File: config.mk
export PLATFORM = sky130hd
export DESIGN_NAME = serial_subtractor_using_mux
export DESIGN_NICKNAME = d
export VERILOG_FILES = /design/src/rtl/serial_subtractor_using_mux_pkg.sv /design/src/rtl/full_subtractor_using_mux.sv /design/src/rtl/mux_2x1.sv /design/src/rtl/serial_subtractor_using_mux.sv
export SDC_FILE = /design/constraint.sdc
export NUM_CORES = 1
export LEC_CHECK = 0
export CORE_MARGIN = 2
export CORE_UTILIZATION = 45
export CTS_BUF_LIST = sky130_fd_sc_hd__clkbuf_8
export CTS_CLUSTER_DIAMETER = 120
export CTS_CLUSTER_SIZE = 16
export DETAILED_ROUTE_END_ITERATION = 8
export GPL_ROUTABILITY_DRIVEN = 0
export PLACE_DENSITY = 0.69
export SKIP_CTS_REPAIR_TIMING = 1
export SYNTH_ARGS = -nofsm -noshare
export SYNTH_HDL_FRONTEND = slang
export SYNTH_HIERARCHICAL = 1
export SYNTH_SLANG_ARGS = --single-unit
File: constraint.sdc
create_clock -name clk -period 2.1 [get_ports clk]
set_clock_uncertainty 0.05 [all_clocks]
set_input_delay 0.42 -clock clk [delete_from_list [all_inputs] [get_ports clk]]
set_output_delay 0.42 -clock clk [all_outputs]
set_load 0.02 [all_outputs]
File: src/rtl/serial_subtractor_using_mux_pkg.sv
// Shared definitions for the bit-serial subtractor: FSM state encodings and
// the default operand width.
package serial_subtractor_using_mux_pkg;

  // FSM state encodings; the fourth encoding is unused and falls back to IDLE.
  localparam logic [1:0] S_IDLE = 2'd0;
  localparam logic [1:0] S_RUN  = 2'd1;
  localparam logic [1:0] S_DONE = 2'd2;

  // Default operand/result width (legal range 2..32).
  localparam int SUB_DEFAULT_WIDTH = 8;

endpackage : serial_subtractor_using_mux_pkg

File: src/rtl/full_subtractor_using_mux.sv
// Combinational one-bit full subtractor built only from mux_2x1 cells.
//   d  = a ^ b ^ bin
//   bo = (~a & b) | (~(a ^ b) & bin)
// When a != b the borrow-out equals b; when a == b it passes bin through,
// so the borrow needs just one mux steered by a ^ b.
module full_subtractor_using_mux (
  input  logic a,
  input  logic b,
  input  logic bin,
  output logic d,
  output logic bo
);

  logic b_n;     // ~b
  logic bin_n;   // ~bin
  logic a_x_b;   // a ^ b

  // Inverters: select between constant 1 and 0 using the signal itself.
  mux_2x1 u_inv_b   (.in0(1'b1), .in1(1'b0), .sel(b),   .y(b_n));
  mux_2x1 u_inv_bin (.in0(1'b1), .in1(1'b0), .sel(bin), .y(bin_n));

  // a ^ b: pass b when a is 0, ~b when a is 1.
  mux_2x1 u_xor_ab  (.in0(b),    .in1(b_n),  .sel(a),     .y(a_x_b));

  // Difference bit: (a ^ b) ^ bin.
  mux_2x1 u_xor_d   (.in0(bin),  .in1(bin_n), .sel(a_x_b), .y(d));

  // Borrow-out: bin when a == b, otherwise b.
  mux_2x1 u_borrow  (.in0(bin),  .in1(b),     .sel(a_x_b), .y(bo));

endmodule : full_subtractor_using_mux

File: src/rtl/mux_2x1.sv
// Two-input, one-bit multiplexer: the only primitive the subtractor cell uses.
module mux_2x1 (
  input  logic in0,
  input  logic in1,
  input  logic sel,
  output logic y
);

  assign y = sel ? in1 : in0;

endmodule : mux_2x1

File: src/rtl/serial_subtractor_using_mux.sv
// Bit-serial WIDTH-bit unsigned subtractor: diff = a - b - bin (mod 2^WIDTH)
// with borrow-out. One mux-built full-subtractor cell is reused every cycle,
// LSB first, with a registered borrow. Start/busy/done handshake.
module serial_subtractor_using_mux
  import serial_subtractor_using_mux_pkg::*;
#(
  parameter int WIDTH = SUB_DEFAULT_WIDTH
) (
  input  logic             clk,
  input  logic             rst,
  input  logic             start,
  input  logic [WIDTH-1:0] a,
  input  logic [WIDTH-1:0] b,
  input  logic             bin,
  output logic             busy,
  output logic             done,
  output logic [WIDTH-1:0] diff,
  output logic             bout
);

  localparam int               CNT_W    = $clog2(WIDTH + 1);
  localparam logic [CNT_W-1:0] CNT_LAST = CNT_W'(WIDTH - 1);
  localparam logic [CNT_W-1:0] CNT_ONE  = CNT_W'(1);

  logic [1:0]       state_q,  state_d;
  logic [CNT_W-1:0] cnt_q,    cnt_d;
  logic [WIDTH-1:0] a_sh_q,   a_sh_d;
  logic [WIDTH-1:0] b_sh_q,   b_sh_d;
  logic [WIDTH-1:0] res_q,    res_d;
  logic [WIDTH-1:0] diff_q,   diff_d;
  logic             borrow_q, borrow_d;
  logic             bout_q,   bout_d;

  logic             cell_d;
  logic             cell_bo;
  logic [WIDTH-1:0] res_shifted;

  // Single shared subtractor cell working on the current LSBs.
  full_subtractor_using_mux u_cell (
    .a   (a_sh_q[0]),
    .b   (b_sh_q[0]),
    .bin (borrow_q),
    .d   (cell_d),
    .bo  (cell_bo)
  );

  // New difference bit enters from the MSB side so bit 0 lands at bit 0.
  assign res_shifted = {cell_d, res_q[WIDTH-1:1]};

  // Next-state and datapath control for IDLE/RUN/DONE.
  always_comb begin
    // NOTE: every variable gets a default here so no path can infer a latch.
    state_d  = state_q;
    cnt_d    = cnt_q;
    a_sh_d   = a_sh_q;
    b_sh_d   = b_sh_q;
    res_d    = res_q;
    diff_d   = diff_q;
    borrow_d = borrow_q;
    bout_d   = bout_q;

    case (state_q)
      S_IDLE: begin
        if (start) begin
          state_d  = S_RUN;
          a_sh_d   = a;
          b_sh_d   = b;
          borrow_d = bin;
          cnt_d    = '0;
        end
      end
      S_RUN: begin
        a_sh_d   = a_sh_q >> 1;
        b_sh_d   = b_sh_q >> 1;
        res_d    = res_shifted;
        borrow_d = cell_bo;
        if (cnt_q == CNT_LAST) begin
          // Last bit: publish the result and park the counter at zero so it
          // never runs past WIDTH-1.
          state_d = S_DONE;
          diff_d  = res_shifted;
          bout_d  = cell_bo;
          cnt_d   = '0;
        end else begin
          cnt_d = cnt_q + CNT_ONE;
        end
      end
      S_DONE: begin
        state_d = S_IDLE;
      end
      default: begin
        state_d = S_IDLE;
      end
    endcase
  end

  // State registers with synchronous reset that overrides any operation.
  always_ff @(posedge clk) begin
    // NOTE: sequential state uses non-blocking assignments so every flop
    // samples the pre-edge values of its neighbours.
    if (rst) begin
      state_q  <= S_IDLE;
      cnt_q    <= '0;
      a_sh_q   <= '0;
      b_sh_q   <= '0;
      res_q    <= '0;
      diff_q   <= '0;
      borrow_q <= 1'b0;
      bout_q   <= 1'b0;
    end else begin
      state_q  <= state_d;
      cnt_q    <= cnt_d;
      a_sh_q   <= a_sh_d;
      b_sh_q   <= b_sh_d;
      res_q    <= res_d;
      diff_q   <= diff_d;
      borrow_q <= borrow_d;
      bout_q   <= bout_d;
    end
  end

  assign busy = (state_q == S_RUN) || (state_q == S_DONE);
  assign done = (state_q == S_DONE);
  assign diff = diff_q;
  assign bout = bout_q;

endmodule : serial_subtractor_using_mux

==> flow_summary.ini <==
[clock_tree]
clk_latency_ns = 0.28
cts-root-buf = clkbuf_8
htree_levels = 2
cts_made_buffers = 5
path_clk_slew_ns = 0.07
cts_tree = built
numClockSinks = 39
cts_buffer_depth = 2

[placement]
dpl.cell_count = 262
portBuffers = 30
post-dp-hpwl_um = 2420
place_ws_ns = 0.242
placed_area_mm2 = 0.00211

[status]
outcome = complete, no violations

[setup_path]
cpMaxStageDelayCell = clkdlybuf4s50_1
endpoint_kind = primary output
crit_arrival_ns = 1.44
critical_path.max_stage_delay_ns = 0.59
critPathKind = register to primary output
reg2reg_from = state_q[1]$_SDFFE_PP0P_
crit_path_end = done
path_max_fanout = 3
rr_worst_depth = 5
cp_num_cells = 3
crit_buf_inv = 2
rrSetupSlack_ns = 0.37
crit_chain = inv_1 -> ha_1 -> clkdlybuf4s50_1
crit_family = buffers and inverters
crit_required_ns = 1.63
startpoint_type = register
reg2reg_to = cnt_q[0]$_SDFFE_PP0P_
startpoint = state_q[0]$_SDFFE_PP0P_

[timing]
rsz0062_at_grt = false
maxSlewViolCount = 0
fmax_mhz = 524
hold_ws_ns = 0.407
period_share_pct = 90.9
finalHoldViolations = 0
tns_ns = 0
setup_violations = 0
fin_crit_ns = 1.91
fin_ws_ns = 0.191

[pwr]
switching_share_pct = 25.5
p_seq_share_pct = 53.1
p_int_mw = 1.13
ir_drop_uv = 408
fin_total_pwr_mw = 1.52
p_per_area_mw_per_mm2 = 699
leakagePower_nw = 0.824
clkPwrFrac_pct = 29.6
p_sw_mw = 0.389
combPwrFrac_pct = 17.2

[final_layout]
insertedDiodeCount = 0
utilization_pct = 58.3
final_cells = 268
nFillCells = 343
synthToLayoutAreaGrowth_pct = 22.2
drive_above_1_share_pct = 7.73
fin_nets = 245
finalInstanceArea_mm2 = 0.00218

[detailed_routing]
via_per_inst = 5.25
via_count = 1406
firstDrtPassIters = 4
ant_nets = 0
routed_wl_um = 3330
drc = 0
wl_per_cell_um = 12.4
drt_first_iter_violations = 69

[yosys]
synth_seq_cells = 39
synthCells = 191
synthAdderAreaFrac_pct = 2.81
ys_warn_count = 6
synthMuxAreaShare_pct = 18.0
synthesis.area_mm2 = 0.00178
ys_seq_area_share_pct = 43.8
ys_types = 31
synth-compound-area-share_pct = 13.5
synth_top_area_cell = dfxtp_1
yosys.area_share.simple_pct = 16.6
syn_avg_cell_area_um2 = 9.34
synthArstFlopShare_pct = 0
synth_top_area_share_pct = 43.8
synth-main-ff-cell = dfxtp_1
synth-xor-area-share_pct = 0
synth_top_family_by_area = multiplexers
synth.area.top_cells = dfxtp_1 (44%), mux2i_1 (13%), a211oi_1 (7.2%)
synth.most_common_cell = dfxtp_1
synth_edf_count = 0
synthTopCellsByCount = dfxtp_1 (39), mux2i_1 (23), nor2_1 (23), nand2_1 (22), a211oi_1 (17)

[floorplan]
coreArea_mm2 = 0.00374
die_x_um = 67.0
ioPinCount = 31
rows = 22
die_h_um = 67.0
die_area_mm2 = 0.00448
initial_core_util_pct = 47.7

[global_routing]
grt_pass1_wl_um = 5820
grt_usage_pct = 17.3
grt_max_degree = 33
grt_antenna_before_repair = 0
grt_pass1_vias = 1378
grt-ovfl-total = 0

[hold_path]
hp-class = register to register

[flow_run]
maxCapViolations = 0
==> cells in the final DEF (no fill, tap or decap), types with 2 or more instances in the layout <==
cell / count
mux2_4: 6
buf_4: 4
mux2i_1: 23
o21ai_0: 3
clkdlybuf4s50_1: 29
nand4_1: 2
nand2b_1: 2
nor2b_1: 5
a21oi_1: 15
nand2_1: 22
conb_1: 4
and3_1: 2
nor2_1: 23
clkbuf_8: 5
a211oi_1: 17
inv_1: 3
dfxtp_1: 39
ha_1: 4
==> worst reg2reg max path, delay by kind of cell (launching register included) <==
| family | cells | cell delay (ns) |
|---|---|---|
| buffers and inverters | 2 | 0.20 |
| DFF | 1 | 0.33 |
| AOI/OAI and AO/OA | 1 | 0.17 |
| and+or+nand+nor | 1 | 0.54 |
| adders and majority gates | 1 | 0.38 |
==> kinds of logic after synthesis <==
group                    count (synthesis)
AND/OR/NAND/NOR                         63
buffers and inverters                   16
adder cells (fa/ha/maj)                  4
multiplexers                            29
AO/OA/AOI/OAI                           38
other                                    2
flip-flops                              39
==> layout make-up <==
cell class                      count  area [um2]  area share (%)
Tap cell                           48        60.1            2.75
Multi-Input combinational cell    138         923            42.3
Sequential cell                    39         781            35.8
Clock inverter                      1        3.75           0.172
Clock buffer                        5        68.8            3.16
Timing Repair Buffer               34         333            15.3
Inverter                            3        11.3           0.516
==> per-layer routing <==
layer  vias to the layer above  global-route usage, %  routed length [um]
li1                        727                      -                   -
met1                       646                   19.1                1500
met2                        25                   31.0                1640
met3                         8                   4.05                 117
met4                         0                   7.91                  61
met5                         -                      0                   0
==> state kept, by name (all words and copies together) (netlist names) <==
signal,count
cnt_q,4
state_q,2
res_q,7
bout,1
diff,8
a_sh_q,8
borrow_q,1
b_sh_q,8
==> power groups by stage <==
stage	clock, mW	sequential [mW]	combinational (mW)
after detailed placement	0	0.826	0.264
final	0.452	0.809	0.263
after global placement	0	0.824	0.258
after global routing	0.497	0.814	0.292
after CTS	0.469	0.809	0.265
after floorplan	0	0.819	0.201
==> how the worst min path moves through the flow <==
stage / startpoint / endpoint / slack, ns / depth (start not counted)
after CTS: diff[5]$_SDFFE_PP0P_ / diff[5]$_SDFFE_PP0P_ / 0.41 / 2
final: diff[6]$_SDFFE_PP0P_ / diff[6]$_SDFFE_PP0P_ / 0.41 / 2
after global routing: diff[4]$_SDFFE_PP0P_ / diff[4]$_SDFFE_PP0P_ / 0.44 / 2
after detailed placement: diff[5]$_SDFFE_PP0P_ / diff[5]$_SDFFE_PP0P_ / 0.40 / 2
after global placement: res_q[1]$_SDFFE_PP0P_ / diff[0]$_SDFFE_PP0P_ / 0.39 / 2
after floorplan: res_q[1]$_SDFFE_PP0P_ / diff[0]$_SDFFE_PP0P_ / 0.38 / 2
Power figures use the tool's default switching activity.
